`src/rtl/genera1_pkg.sv`:
```
// Shared definitions for genera1: FSM state encoding.
package genera1_pkg;

    // Walk through the word one bit per edge in SHIFT; DONE holds the result.
    typedef enum logic [1:0] {
        IDLE  = 2'd0,
        SHIFT = 2'd1,
        DONE  = 2'd2
    } state_t;

endpackage

```
`src/rtl/genera1.sv`:
```
// genera1: serial thermometer-code generator. Turns a ones-count Cuenta into an N-bit
// word with that many ones packed toward the MSB, one bit per clock under Start/Fin.
// Optional macro GENERA1_SAT_EN adds output Sat, flagging a clamped request.
module genera1
    import genera1_pkg::*;
#(
    parameter int unsigned N  = 3,
    parameter int unsigned CW = 4
) (
    input  logic          clk,
    input  logic          reset,
    input  logic [CW-1:0] Cuenta,
    input  logic          Start,
    output logic [N-1:0]  Q,
    output logic          Fin,
`ifdef GENERA1_SAT_EN
    output logic          Sat,
`endif
    output logic          Ocupado
);

    localparam int unsigned IW = (N > 1) ? $clog2(N) : 1;
    localparam logic [CW-1:0] NCW   = CW'(N);
    localparam logic [IW-1:0] ILAST = IW'(N - 1);

    state_t        r_state;
    logic [N-1:0]  r_q;
    logic [CW-1:0] r_rem;
    logic [IW-1:0] r_idx;
    logic          r_fin;
    logic          r_ocupado;
    logic          w_over;
    logic [CW-1:0] w_clamp;
`ifdef GENERA1_SAT_EN
    logic          r_sat;
`endif

    // Requests above N saturate to an all-ones word.
    always_comb begin
        w_over  = (Cuenta > NCW);
        w_clamp = w_over ? NCW : Cuenta;
    end

    // FSM, shift register and down-counter; all outputs registered.
    always_ff @(posedge clk or negedge reset) begin
        if (!reset) begin
            r_state   <= IDLE;
            r_q       <= '0;
            r_rem     <= '0;
            r_idx     <= '0;
            r_fin     <= 1'b0;
            r_ocupado <= 1'b0;
`ifdef GENERA1_SAT_EN
            r_sat     <= 1'b0;
`endif
        end else begin
            case (r_state)
                IDLE, DONE: begin
                    if (Start) begin
                        r_rem     <= w_clamp;
                        r_idx     <= '0;
                        r_q       <= '0;
                        r_fin     <= 1'b0;
                        r_ocupado <= 1'b1;
                        r_state   <= SHIFT;
`ifdef GENERA1_SAT_EN
                        r_sat     <= w_over;
`endif
                    end
                end
                SHIFT: begin
                    // Ones go in first, so they end up in the MSBs after N shifts.
                    r_q <= {r_q[N-2:0], (r_rem != '0)};
                    if (r_rem != '0) begin
                        r_rem <= r_rem - CW'(1);
                    end
                    if (r_idx == ILAST) begin
                        r_idx     <= '0;
                        r_fin     <= 1'b1;
                        r_ocupado <= 1'b0;
                        r_state   <= DONE;
                    end else begin
                        r_idx <= r_idx + IW'(1);
                    end
                end
                default: begin
                    r_state   <= IDLE;
                    r_ocupado <= 1'b0;
                    r_fin     <= 1'b0;
                end
            endcase
        end
    end

    // Drive outputs straight from registers.
    always_comb begin
        Q       = r_q;
        Fin     = r_fin;
        Ocupado = r_ocupado;
`ifdef GENERA1_SAT_EN
        Sat     = r_sat;
`endif
    end

endmodule

```
`config.mk`:
```
export PLATFORM = sky130hd
export DESIGN_NAME = genera1
export DESIGN_NICKNAME = d
export VERILOG_FILES = /design/src/rtl/genera1_pkg.sv /design/src/rtl/genera1.sv
export SDC_FILE = /design/constraint.sdc
export NUM_CORES = 1
export LEC_CHECK = 0
export ABC_CLOCK_PERIOD_IN_PS = 1300
export BUFFER_PORTS_ARGS = -buffer_cell sky130_fd_sc_hd__buf_2
export CAP_MARGIN = 30
export CORE_MARGIN = 5
export CORE_UTILIZATION = 46
export DETAILED_ROUTE_END_ITERATION = 7
export HOLD_SLACK_MARGIN = 0.03
export PLACE_DENSITY = 0.71
export SYNTH_ARGS = -nofsm -noshare
export SYNTH_HDL_FRONTEND = slang
export SYNTH_SLANG_ARGS = --single-unit
```
`constraint.sdc`:
```
create_clock -name clk -period 1.3 [get_ports clk]
set_input_delay 0.195 -clock clk [delete_from_list [all_inputs] [get_ports clk]]
set_output_delay 0.195 -clock clk [all_outputs]
set_load 0.02 [all_outputs]
```
* After elaboration in Yosys (flattened, before gate mapping)
Cells that the tools add are included.
** Word-level totals
- Flip-flop bits (word level) :: 13
- Input bits :: 7
- Output and inout bits :: 5
- Word-level logic and storage cells :: 40
** Cells by class
- Add/sub/neg operators :: 2
- Order comparisons :: 1
- Eq/ne operators :: 6
- Multiplexer cells :: 18
- Reduce and logical (&&, ||, !) cells :: 7
** Operators by type and width (count)
- $mux W4 :: 3
- $mux W2 :: 4
- $pmux W2 S2 :: 2
- $pmux W4 S2 :: 1
- $ne A2 B2 Y1 const B :: 3
- $pmux W3 S2 :: 1
- $eq A2 B2 Y1 const B :: 2
- $gt A4 B2 Y1 const B :: 1
- $mux W1 :: 4
- $pmux W1 S2 :: 2
- $reduce_and A2 Y1 :: 2
- $reduce_bool A4 Y1 :: 1
- $sub A4 B1 Y4 const B :: 1
- $mux W3 :: 1
- $reduce_and A3 Y1 :: 1
- $add A2 B1 Y2 const B :: 1
- $eq A2 B1 Y1 const B :: 1
- $logic_not A2 Y1 :: 1
- $reduce_bool A2 Y1 :: 1
- $reduce_or A2 Y1 :: 1

* Depth between registers and ports, before layout
Gate-level depths: netlist (run 1).
- Depth in word-level cells :: 4
- Depth in mapped cells :: 5
- Depth with buffers taken out :: 5

* Worst setup path after synthesis (run 1)
No wires, ideal clock.
- Path kind :: reg-to-reg
- Start :: register r_state[1]
- End :: register r_rem[3]
- Setup time :: 121 ps
- Arrival :: 1277 ps
- Required time :: 1179 ps
- Setup slack :: -98 ps
- Cell stages (with the launch flop) :: 4
- Buffers on the path :: 0
- Clock period less this slack :: 1398 ps
- Cells stage by stage :: dfrtp_1 > nor4_2 > mux2_1 > a22o_1
** Between the ends
- Cells in the longest elaborated chain, start to end :: 4
- Elaborated cells on any way between the ends :: 9
- Those cells by class :: 4 x eq/ne; 1 x mux; 4 x reduce/logical
** Ends and longest elaborated chain
- start: declaration :: line genera1.sv:26 : state_t r_state;
- start signal: assignment :: line genera1.sv:47 : r_state <= IDLE;
- start signal: assignment :: line genera1.sv:65 : r_state <= SHIFT;
- start signal: assignment :: line genera1.sv:81 : r_state <= DONE;
- $eq A2 B2 Y1 / $logic_not A2 Y1 (equally long branches) :: line genera1.sv:57 : case (r_state)
- $reduce_or A2 Y1 :: line genera1.sv:57
- $ne A2 B2 Y1 (no source line) / $reduce_bool A2 Y1 (equally long branches)
- $reduce_and A3 Y1 (no source line)
- end signal: assignment :: line genera1.sv:60 : r_rem <= w_clamp;
- end signal: assignment :: line genera1.sv:75 : r_rem <= r_rem - CW'(1);
- end: declaration :: line genera1.sv:28 : logic [CW-1:0] r_rem;
Parallel ways exist; a longest one is shown, timed or not.
A chain may end at the register's enable or synchronous reset.

* Final worst setup path (run 1)
- Start :: register r_rem[1]
- End :: register r_rem[3]
** Between the ends
- Cells in the longest elaborated chain, start to end :: 3
- Elaborated cells on any way between the ends :: 6
- Those cells by class :: 1 x add/sub; 1 x eq/ne; 2 x mux; 2 x reduce/logical
** Ends and longest elaborated chain (line)
- $sub A4 B1 Y4 / $reduce_bool A4 Y1 (equally long branches) :: genera1.sv:75, genera1.sv:74
- $mux W4 / $ne A2 B2 Y1 (equally long branches)
- $pmux W4 S2 / $reduce_and A3 Y1 (equally long branches)
Parallel ways exist; a longest one is shown, timed or not. The select of a mux whose other input is x is not followed.

==> implementation parameters, run 1 <==
Parameter                              Value

Floorplanning
  Die Area ... 2260 um^2
  DIE WIDTH ... 47.6 um
  Vertical die dimension ... 47.6 um
  # IOs ... 12
  Starting Density ... 49.3%
  Standard cell core area ... 1320 um^2
  Number of rows in the core area ... 13

Synthesis
  Synth unique cells ... 28
  Most used DFF post-synth ... sky130_fd_sc_hd__dfrtp_1
  Post-synthesis net count ... 67
  Number of synthesis warnings ... 0
  Dominant cells by area after synthesis ... sky130_fd_sc_hd__dfrtp_1 (46%), sky130_fd_sc_hd__a22o_1 (6.7%), sky130_fd_sc_hd__nand2b_1 (3.9%)
  Most numerous cell in the Yosys netlist ... sky130_fd_sc_hd__dfrtp_1
  Mapped Avg Cell Area ... 11.0 um^2
  Most area-hungry cell type in the Yosys netlist ... sky130_fd_sc_hd__dfrtp_1
  Number of enable-type register cells in the synthesized netlist ... 0
  Register area share after synthesis ... 46.2%
  Number of register bits inferred by synthesis ... 12
  Post-synthesis cell area ... 649 um^2
  Cell count after synthesis ... 59
  Most common library cells after synthesis ... sky130_fd_sc_hd__dfrtp_1 (12), sky130_fd_sc_hd__a22o_1 (5), sky130_fd_sc_hd__nand2b_1 (4), sky130_fd_sc_hd__o21ai_0 (4)
  Proportion of register bits with asynchronous set or reset after synthesis ... 100%
  Fraction of post-synthesis cell area in the top cell type by area ... 46.2%

STA
  Slew of the pin with the lowest slew margin ... 407 ps
  Setup repair after global routing missed its margin ... yes
  Share of the cycle needed by the critical path after routing ... 102%
  Finish-stage setup viols ... 2
  Worst setup margin ... -26.6 ps
  Relative slew slack ... 72.7%
  Maximum frequency from static timing analysis ... 0.754 GHz
  Worst Hold Slack ... 230 ps
  Final hold violations ... 0
  Final Skew ... 10.9 ps
  Min Clock Period, post-route ... 1330 ps
  Max-slew violation count ... 0

Drt
  DR vias ... 512
  Final wirelength ... 1.44 mm
  Antenna violation net count after detailed routing ... 0
  DR vias/cell ... 5.28
  Residual DRC count ... 0
  First DRT Iteration DRCs ... 8
  WL/cell ... 14.8 um
  Total iterations of the first detailed-routing run ... 4

Cells and area
  Fraction of layout instances using a drive strength above 1 ... 43.9%
  Layout Cell Area excl Fill ... 841 um^2
  Diodes inserted ... 0
  Number of nets in the final layout ... 91
  Non-Filler Instances ... 97
  Relative area change from synthesis to final layout ... 29.5%

Setup path
  Crit path largest cell delay ... 400 ps
  CP Max Fanout ... 2
  CP arrival ... 1500 ps
  Crit Path Class ... register to register
  Crit-path cells ... nor4_2, mux2_1, a22o_1
  Worst Path Required ... 1470 ps
  Critical Path Start Type ... register
  Slowest CP cell ... sky130_fd_sc_hd__dfrtp_1
  Sort of element at the end of the critical path ... register

GRT
  First-pass GRT wire length ... 2.51 mm
  Aggregate global routing overflow ... 0
  Global routing met1 resource utilization ... 23.8%
  Pin count of the biggest net entering global routing ... 13
  Total global routing track utilization ... 16.6%
  Routing usage on met2 ... 23.0%
  Most used routing layer ... met1
  Initial antenna violation count ... 0
  Number of global-route vias before repair ... 519
  Met3 global-route usage ... 3.38%

CTS
  Max clock buf depth ... 2
  CTS Buf Count ... 3
  Root Buffer ... sky130_fd_sc_hd__clkbuf_4
  Clock latency reported for the late side of the worst-skew pair ... 280 ps
  TritonCTS clock tree ... built
  Number of H-tree branching levels ... 1
  Clk pin slew, worst setup/hold paths ... 80 ps
  Total number of clock tree sinks ... 12

Placed design
  Count of placed standard cells including taps ... 89
  Count of input and output buffers ... 11
  Routability Congestion ... 0.870
  Placed standard-cell area ... 756 um^2
  HPWL after detailed placement ... 965 um

Power
  Worst IR drop on VDD ... 0.00154 V
  Switching power summed over all nets ... 0.000837 W
  Overall Power ... 0.00214 W
  Proportion of total power due to net switching ... 39.2%
  Relative contribution of the clock network to total power ... 11.6%
  Design internal power ... 0.00130 W
  Sequential fraction of design power ... 33.4%
  Pleak ... 0.401 nW
  Power density cells ... 2540 nW/um^2
  Combinational share of power ... 55.1%

Status
  Failing checks ... setup timing
  Run status ... finished with violations

Flow run
  Max Cap Viol ... 0

Hold path
  Path type of the worst min-delay path ... input port to register
sequential cells by signal, summed over array words and instances (netlist names):
signal	count
r_rem	4
r_state	2
Q	3
r_idx	2
Ocupado	1
cells in the final DEF (no fill, tap or decap), types with 2 or more instances in the layout:
master | synthesis | layout
sky130_fd_sc_hd__dfrtp_1 | 12 | 11
sky130_fd_sc_hd__buf_2 | 0 | 11
sky130_fd_sc_hd__buf_4 | 1 | 9
sky130_fd_sc_hd__a22o_1 | 5 | 5
sky130_fd_sc_hd__nand2b_1 | 4 | 4
sky130_fd_sc_hd__o21ai_0 | 4 | 4
sky130_fd_sc_hd__nor3_1 | 3 | 3
sky130_fd_sc_hd__nor2_1 | 3 | 3
sky130_fd_sc_hd__nand2_1 | 3 | 3
sky130_fd_sc_hd__clkbuf_4 | 0 | 3
sky130_fd_sc_hd__inv_2 | 0 | 2
sky130_fd_sc_hd__mux2i_1 | 2 | 2
sky130_fd_sc_hd__mux2_2 | 2 | 2
layout make-up:
type	count	area, um^2
clock buffer	4	26.3
fill	109	477
inverter	2	7.51
multi-input combinational	43	354
sequential	12	302
tap	15	18.8
timing repair buffer	21	133
cell families after synthesis:
kind of cell / after synthesis / synth area share, %
simple gates: 21 / 21.0
compound gates: 15 / 16.2
flops: 12 / 46.2
mux: 6 / 10.6
buf+inv: 4 / 4.05
fa+ha+maj: 1 / 1.93
worst max-delay path: cells and delay by family (launching register included):
| kind | cells | cell delay, ps |
|---|---|---|
| flip-flops | 1 | 400 |
| multiplexers | 1 | 360 |
| AND/OR/NAND/NOR | 1 | 310 |
| AO/OA/AOI/OAI | 1 | 180 |
final timing paths:
check / to / from / slack (ps) / depth (start not counted)
max: r_rem[3] / r_rem[1] / -30 / 3
min: Ocupado / Start / 230 / 3
max reg2reg: r_rem[3] / r_rem[1] / -30 / 3
min reg2reg: Q[2] / Q[2] / 530 / 1
max in group asynchronous: r_state[1] / reset / 740 / 2
min in group asynchronous: Q[1] / reset / 330 / 2
power by group through the flow:
stage	combinational [W]	sequential, W	clock [W]
2_1_floorplan	0.000673	0.000757	0
3_3_place_gp	0.000988	0.000700	0
3_5_place_dp	0.00100	0.000707	0
4_1_cts	0.00115	0.000709	0.000256
5_1_grt	0.00128	0.000742	0.000277
6_report	0.00118	0.000713	0.000247
per-layer routing:
metal	up-vias	share of wire, %	wire length (um)
met5	-	0	0
li1	261	-	-
met2	8	45	654
met1	239	49	707
met4	0	2.8	40
met3	4	2.5	36
stage by stage:
step / TNS [ps] / util, % / setup WS [ps]
floorplan: 0 / - / 2.17
global placement: -28.3 / 57.4 / -17.8
detailed placement: -133 / 57.4 / -65.0
CTS: -45.4 / 63.0 / -28.5
global route: -268 / 63.8 / -114
finish: -28.1 / 63.8 / -26.6
timing repair:
| action | CTS | global route |
|---|---|---|
| endpoints found under the setup margin | 4 | 4 |
| setup buffers | 2 | 1 |
| pin swaps | 4 | 2 |
| gates cloned | 0 | 0 |
| gates resized for setup | 6 | 1 |
| hold endpoints to repair | 12 | 0 |
| hold buffers | 1 | 0 |
Power figures use the tool's default switching activity.
==> run 2, diff against run 1 <==
--- a/config.mk
+++ b/config.mk
@@ -9,10 +9,10 @@
 export BUFFER_PORTS_ARGS = -buffer_cell sky130_fd_sc_hd__buf_2
 export CAP_MARGIN = 30
 export CORE_MARGIN = 5
-export CORE_UTILIZATION = 46
+export CORE_UTILIZATION = 35
 export DETAILED_ROUTE_END_ITERATION = 7
 export HOLD_SLACK_MARGIN = 0.03
-export PLACE_DENSITY = 0.71
+export REMOVE_ABC_BUFFERS = 1
 export SYNTH_ARGS = -nofsm -noshare
 export SYNTH_HDL_FRONTEND = slang
 export SYNTH_SLANG_ARGS = --single-unit
==> run 2 against run 1 <==
Compared with the run above: the flow still finishes with violations (setup timing); first-iteration DRC count is 63% lower; highest routed layer unchanged; clock skew fell by 6.4 ps; sequential share of layout area is 0.83 points lower; clock power shrank 7%; clock-buffer cell count fell by 1; sequential power is essentially flat; hold slack got worse by 6.2 ps; wire length shrank 2.1%; via count grew 4.3%; die area increased by 24%; largest power group unchanged; largest cell class unchanged; global-route usage decreased by 4.5 points; flip-flop and latch count unchanged.
==> implementation parameters, run 2 (same netlist as run 1, synthesis figures left out) <==
Parameter                              Value

GRT
  Aggregate global routing overflow ... 0 (unchanged)
  Initial antenna violation count ... 0 (unchanged)
  Pin count of the biggest net entering global routing ... 14 (+1)
  Total global routing track utilization ... 12.1% (-4.5 points)
  First-pass GRT wire length ... 2.40 mm (-4.4%)
  Number of global-route vias before repair ... 543 (+4.6%)

Floorplanning
  Starting Density ... 37.2% (-12 points)
  Die Area ... 2820 um^2 (+24%)
  Standard cell core area ... 1750 um^2 (+32%)
  Vertical die dimension ... 53.1 um (+12%)
  # IOs ... 12 (unchanged)
  DIE WIDTH ... 53.1 um (+12%)
  Number of rows in the core area ... 15 (+2)

Setup path
  CP arrival ... 1500 ps (about the same)
  Number of cells traversed by the worst register-to-register path ... 3 (unchanged)
  Crit path largest cell delay ... 400 ps (about the same)
  Critical Path Start Type ... register
  Slowest CP cell ... sky130_fd_sc_hd__dfrtp_1
  Crit Path Class ... register to register
  Total buffers and inverters traversed by the critical path ... 0 (unchanged)
  Crit-path cells ... nor4_2, mux2_1, a22o_1
  Kind of cell with the highest combined delay on the critical path ... flip-flops
  Worst Path Required ... 1470 ps (about the same)
  Number of stages on the worst setup path ... 3 (unchanged)
  Sort of element at the end of the critical path ... register
  R2r setup slk ... -30 ps (about the same)
  CP Max Fanout ... 2 (unchanged)

Power
  Sequential fraction of design power ... 34.0% (+0.6 points)
  Overall Power ... 0.00209 W (-2.1%)
  Proportion of total power due to net switching ... 38.4% (-0.76 points)
  Design internal power ... 0.00129 W (-0.85%)
  Relative contribution of the clock network to total power ... 10.9% (-0.7 points)
  Worst IR drop on VDD ... 0.00103 V (-33%)
  Switching power summed over all nets ... 0.000804 W (-4.0%)
  Power density cells ... 2430 nW/um^2 (-4.3%)
  Pleak ... 0.405 nW (+1.1%)
  Combinational share of power ... 55.1% (about the same)

Drt
  WL/cell ... 13.2 um (-11%)
  Residual DRC count ... 0 (unchanged)
  Final wirelength ... 1.41 mm (-2.1%)
  Antenna violation net count after detailed routing ... 0 (unchanged)
  DR vias/cell ... 4.99 (-5.5%)
  Total iterations of the first detailed-routing run ... 4 (unchanged)
  DR vias ... 534 (+4.3%)
  First DRT Iteration DRCs ... 3 (-5)

STA
  Max-slew violation count ... 0 (unchanged)
  Final Skew ... 4.40 ps (-6.45 ps)
  Slew of the pin with the lowest slew margin ... 288 ps (-119 ps)
  Finish-stage setup viols ... 1 (-1)
  Final hold violations ... 0 (unchanged)
  Worst setup margin ... -33.3 ps (-6.70 ps)
  Relative slew slack ... 80.8% (+8.0 points)
  Min Clock Period, post-route ... 1330 ps (+6.70 ps)
  Share of the cycle needed by the critical path after routing ... 103% (+0.52 points)
  Worst Hold Slack ... 223 ps (-6.24 ps)
  Setup repair after global routing missed its margin ... yes
  Maximum frequency from static timing analysis ... 0.750 GHz (-0.50%)
  Setup Total Neg Slack ... -33.3 ps (-5.17 ps)

Hold path
  Path type of the worst min-delay path ... input port to register
  Number of cells traversed by the worst hold path ... 3 (unchanged)

Flow run
  Max Cap Viol ... 0 (unchanged)

Placed design
  Routability Congestion ... 0.746 (-14%)
  Count of input and output buffers ... 11 (unchanged)
  Count of placed standard cells including taps ... 102 (+15%)
  HPWL after detailed placement ... 990 um (+2.6%)

Cells and area
  Number of nets in the final layout ... 92 (+1.1%)
  Fill count ... 166 (+52%)
  Non-Filler Instances ... 107 (+10%)
  Fraction of layout instances using a drive strength above 1 ... 45.1% (+1.2 points)
  Top library cells by usage in the layout, fill and taps aside ... sky130_fd_sc_hd__dfrtp_1 (11), sky130_fd_sc_hd__buf_2 (11), sky130_fd_sc_hd__buf_4 (9)
  Flip-flop count of the largest register, all copies and words added ... 4 (unchanged)
  Register with the highest flop count ... r_rem
  Relative area change from synthesis to final layout ... 32.6%
  Diodes inserted ... 0 (unchanged)

CTS
  TritonCTS clock tree ... built
  Total number of clock tree sinks ... 12 (unchanged)
  CTS Buf Count ... 3 (unchanged)
  Number of H-tree branching levels ... 1 (unchanged)
  Root Buffer ... sky130_fd_sc_hd__clkbuf_4
  Clock latency reported for the late side of the worst-skew pair ... 270 ps (about the same)
  Clk pin slew, worst setup/hold paths ... 70 ps (about the same)
  Max clock buf depth ... 2 (unchanged)

Status
  Run status ... finished with violations
  Failing checks ... setup timing
## run 2: cell count changes in the layout (fill, tap and decap cells not counted)
cell                       change
sky130_fd_sc_hd__buf_6         +1
sky130_fd_sc_hd__clkbuf_1      -1
## run 2: power by group through the flow
stage | clock network, W | registers (W) | logic, W
2_1_floorplan | 0 | 0.000803 | 0.000571
6_report | 0.000229 | 0.000710 | 0.00115
3_3_place_gp | 0 | 0.000694 | 0.00104
3_5_place_dp | 0 | 0.000697 | 0.00105
4_1_cts | 0.000237 | 0.000703 | 0.00112
5_1_grt | 0.000263 | 0.000738 | 0.00128
## run 2: metal layers
metal  track usage (%)  wire (um)
met5                 0          0
met4              5.11         33
met3              3.38         34
met2              21.3        719
met1              13.4        622
## run 2: path summary, 6_finish.rpt
path / endpoint / from
max: r_rem[3] / r_state[1]
min: Ocupado / Start
max reg2reg: r_rem[3] / r_state[1]
min reg2reg: Q[2] / Q[2]
max in group asynchronous: r_rem[2] / reset
min in group asynchronous: r_idx[1] / reset
## run 2: repair_timing
item,CTS,global route
hold buffers,1,0
hold endpoints to repair,12,0
pin swaps,1,1
resized for setup,6,4
buffers inserted,0,1
endpoints found under the setup margin,4,4
## run 2: worst register-to-register path, delay by kind of cell, from the launching register on
| family | cells | cell delay (ps) |
|---|---|---|
| AND/OR/NAND/NOR | 1 | 300 |
| AO/OA/AOI/OAI | 1 | 170 |
| flip-flops | 1 | 400 |
| multiplexers | 1 | 350 |
## run 2: layout make-up
type	instances	area (um^2)	share of cell area, %
inverter	2	7.51	0.872
clock buffer	3	22.5	2.62
timing repair buffer	22	144	16.7
multi-input combinational	43	354	41.1
sequential	12	302	35.0
tap	25	31.3	3.63
## run 2: stage by stage
step                      util [%]  setup WS (ps)  area [um^2]
after global placement        44.9           -104          785
final                         49.3          -33.3          861
after detailed placement      44.9           -152          785
after floorplan                  -           -179          631
after CTS                     48.4          -32.5          845
after global routing          49.3           -127          861
==> run 3, diff against run 2 <==
--- a/config.mk
+++ b/config.mk
@@ -5,7 +5,7 @@
 export SDC_FILE = /design/constraint.sdc
 export NUM_CORES = 1
 export LEC_CHECK = 0
-export ABC_CLOCK_PERIOD_IN_PS = 1300
+export ABC_CLOCK_PERIOD_IN_PS = 1250
 export BUFFER_PORTS_ARGS = -buffer_cell sky130_fd_sc_hd__buf_2
 export CAP_MARGIN = 30
 export CORE_MARGIN = 5
==> constraint.sdc (replaced) <==
create_clock -name clk -period 1.25 [get_ports clk]
set_input_delay 0.1875 -clock clk [delete_from_list [all_inputs] [get_ports clk]]
set_output_delay 0.1875 -clock clk [all_outputs]
set_load 0.02 [all_outputs]
==> run 3 against run 2 <==
Compared with the run above: via count grew 0.94%; sequential share of layout area decreased by 1.5 points; die area unchanged; clock skew shrank 3.3 ps; total power increased by 11%; clock power rose by 34%; cell area up 4.1%; clock-buffer cell count grew 1; the flow still finishes with violations (setup timing); wire length is 2.0% higher.
==> implementation parameters, run 3 (same netlist as run 1, synthesis figures left out) <==
Parameter                              Value

Status
  Run status ... finished with violations
  Failing checks ... setup timing

Cells and area
  Non-Filler Instances ... 111 (+3.7%)
  Relative area change from synthesis to final layout ... 38.0%
  Diodes inserted ... 0 (unchanged)
  Total area of multi-input combinational cells ... 354 um^2 (unchanged)
  Register with the highest flop count ... r_rem
  Seq. cell area ... 300 um^2 (-0.41%)
  Number of nets in the final layout ... 95 (+3.3%)
  Flip-flop count of the largest register, all copies and words added ... 4 (unchanged)
  Fill count ... 163 (-1.8%)
  Layout Cell Area excl Fill ... 896 um^2 (+4.1%)
  Top library cells by usage in the layout, fill and taps aside ... sky130_fd_sc_hd__dfrtp_1 (12), sky130_fd_sc_hd__buf_4 (12), sky130_fd_sc_hd__buf_2 (11)
  Fraction of layout instances using a drive strength above 1 ... 45.3% (+0.23 points)

Setup path
  Worst Path Required ... 1410 ps (-60 ps)
  Sort of element at the end of the critical path ... register
  R2r setup slk ... -70 ps (-30 ps)
  Kind of cell with the highest combined delay on the critical path ... flip-flops
  CP Max Fanout ... 2 (unchanged)
  Slowest CP cell ... sky130_fd_sc_hd__dfrtp_1
  Crit-path cells ... nor4_2, mux2_1, a22o_1
  Critical Path Start Type ... register
  CP arrival ... 1480 ps (-20 ps)
  Total buffers and inverters traversed by the critical path ... 0 (unchanged)
  Number of cells traversed by the worst register-to-register path ... 3 (unchanged)
  Crit path largest cell delay ... 400 ps (about the same)
  Crit Path Class ... register to register
  Number of stages on the worst setup path ... 3 (unchanged)

Drt
  DR vias/cell ... 4.86 (-2.7%)
  DR vias ... 539 (+0.94%)
  Antenna violation net count after detailed routing ... 0 (unchanged)
  WL/cell ... 12.9 um (-1.7%)
  Residual DRC count ... 0 (unchanged)
  Final wirelength ... 1.44 mm (+2.0%)
  Total iterations of the first detailed-routing run ... 3 (-1)
  First DRT Iteration DRCs ... 4 (+1)

GRT
  First-pass GRT wire length ... 2.49 mm (+3.7%)
  Aggregate global routing overflow ... 0 (unchanged)
  Routing usage on met2 ... 18.2% (-3.1 points)
  Initial antenna violation count ... 0 (unchanged)
  Number of global-route vias before repair ... 536 (-1.3%)
  Pin count of the biggest net entering global routing ... 14 (unchanged)
  Global routing met1 resource utilization ... 16.7% (+3.3 points)
  Met3 global-route usage ... 2.82% (-0.56 points)
  Most used routing layer ... met2
  Total global routing track utilization ... 12.7% (+0.64 points)

Placed design
  Count of placed standard cells including taps ... 103 (+0.98%)
  Placed standard-cell area ... 792 um^2 (+0.96%)
  Worst setup slack before clock tree synthesis ... -183 ps (-30.7 ps)
  HPWL after detailed placement ... 1.01 mm (+2.2%)
  Count of input and output buffers ... 11 (unchanged)
  Routability Congestion ... 0.710 (-4.8%)

Power
  Relative contribution of the clock network to total power ... 13.2% (+2.3 points)
  Worst IR drop on VDD ... 0.00125 V (+21%)
  Switching power summed over all nets ... 0.000870 W (+8.2%)
  Combinational share of power ... 55.2% (about the same)
  Power density cells ... 2600 nW/um^2 (+6.8%)
  Pleak ... 0.430 nW (+6.2%)
  Proportion of total power due to net switching ... 37.4% (-1.0 points)
  Sequential fraction of design power ... 31.6% (-2.4 points)
  Design internal power ... 0.00146 W (+13%)

CTS
  Total number of clock tree sinks ... 12 (unchanged)
  Number of H-tree branching levels ... 1 (unchanged)
  Clk pin slew, worst setup/hold paths ... 80 ps (about the same)
  TritonCTS clock tree ... built
  Max clock buf depth ... 2 (unchanged)
  Root Buffer ... sky130_fd_sc_hd__clkbuf_4
  Clock latency reported for the late side of the worst-skew pair ... 270 ps (about the same)
  CTS Buf Count ... 3 (unchanged)

Floorplanning
  Die Area ... 2820 um^2 (unchanged)
  DIE WIDTH ... 53.1 um (unchanged)
  Starting Density ... 37.2% (unchanged)
  Number of rows in the core area ... 15 (unchanged)
  Standard cell core area ... 1750 um^2 (unchanged)
  Vertical die dimension ... 53.1 um (unchanged)
  # IOs ... 12 (unchanged)

STA
  Setup Total Neg Slack ... -131 ps (-98.1 ps)
  Slew of the pin with the lowest slew margin ... 283 ps (-5.74 ps)
  Finish-stage setup viols ... 4 (+3)
  Share of the cycle needed by the critical path after routing ... 105% (+2.9 points)
  Worst setup margin ... -68.1 ps (-34.8 ps)
  Min Clock Period, post-route ... 1320 ps (-15.2 ps)
  Final Skew ... 1.09 ps (-3.31 ps)
  Final hold violations ... 0 (unchanged)
  Setup repair after global routing missed its margin ... yes
  Worst Hold Slack ... 212 ps (-11.8 ps)
  Relative slew slack ... 81.2% (+0.38 points)
  Maximum frequency from static timing analysis ... 0.759 GHz (+1.2%)
  Max-slew violation count ... 0 (unchanged)

Hold path
  Number of cells traversed by the worst hold path ... 3 (unchanged)
  Path type of the worst min-delay path ... input port to register

Flow run
  Max Cap Viol ... 0 (unchanged)
[run 3: routing by layer]
| metal | vias to the layer above | share of wire [%] |
|---|---|---|
| li1 | 270 | - |
| met1 | 256 | 48 |
| met2 | 7 | 46 |
| met3 | 6 | 2.4 |
| met4 | 0 | 3.1 |
| met5 | - | 0 |
[run 3: power groups by stage]
stage               clock network [W]  registers (W)  logic [W]
global route                 0.000335       0.000759    0.00142
finish                       0.000307       0.000734    0.00128
floorplan                           0       0.000835   0.000594
detailed placement                  0       0.000732    0.00112
CTS                          0.000319       0.000730    0.00126
global placement                    0       0.000725    0.00111
[run 3: final timing paths]
kind | startpoint | endpoint
hold reg to reg | Ocupado | Ocupado
min in group asynchronous | reset | Q[0]
max in group asynchronous | reset | Q[1]
hold / removal | Start | Ocupado
setup / recovery | r_state[1] | r_rem[3]
setup reg to reg | r_state[1] | r_rem[3]
[run 3: repair_timing]
| item | in CTS | in global routing |
|---|---|---|
| endpoints found under the setup margin | 4 | 5 |
| setup buffers | 2 | 1 |
| resized for setup | 7 | 1 |
| pin swaps | 1 | 0 |
| hold buffers | 1 | 0 |
| hold endpoints to repair | 12 | 0 |
[run 3: per-stage QoR]
step                      util [%]  total power, W
final                         51.3         0.00233
after detailed placement      45.4         0.00186
after CTS                     50.9         0.00231
after global routing          51.3         0.00251
after global placement        45.4         0.00183
after floorplan                  -         0.00143
[run 3: worst min-delay path, cell delays in order]
cell	delay, ps
sky130_fd_sc_hd__buf_2	120
sky130_fd_sc_hd__nor2_1	100
sky130_fd_sc_hd__a21oi_1	40
[run 3: cell type report]
cell class              count  share of cell area, %
multi-input cells          43                   39.5
flip-flops and latches     12                   33.5
repair buffers             25                   18.6
clock buffers               4                   4.05
well taps                  25                   3.49
inverters                   2                  0.838
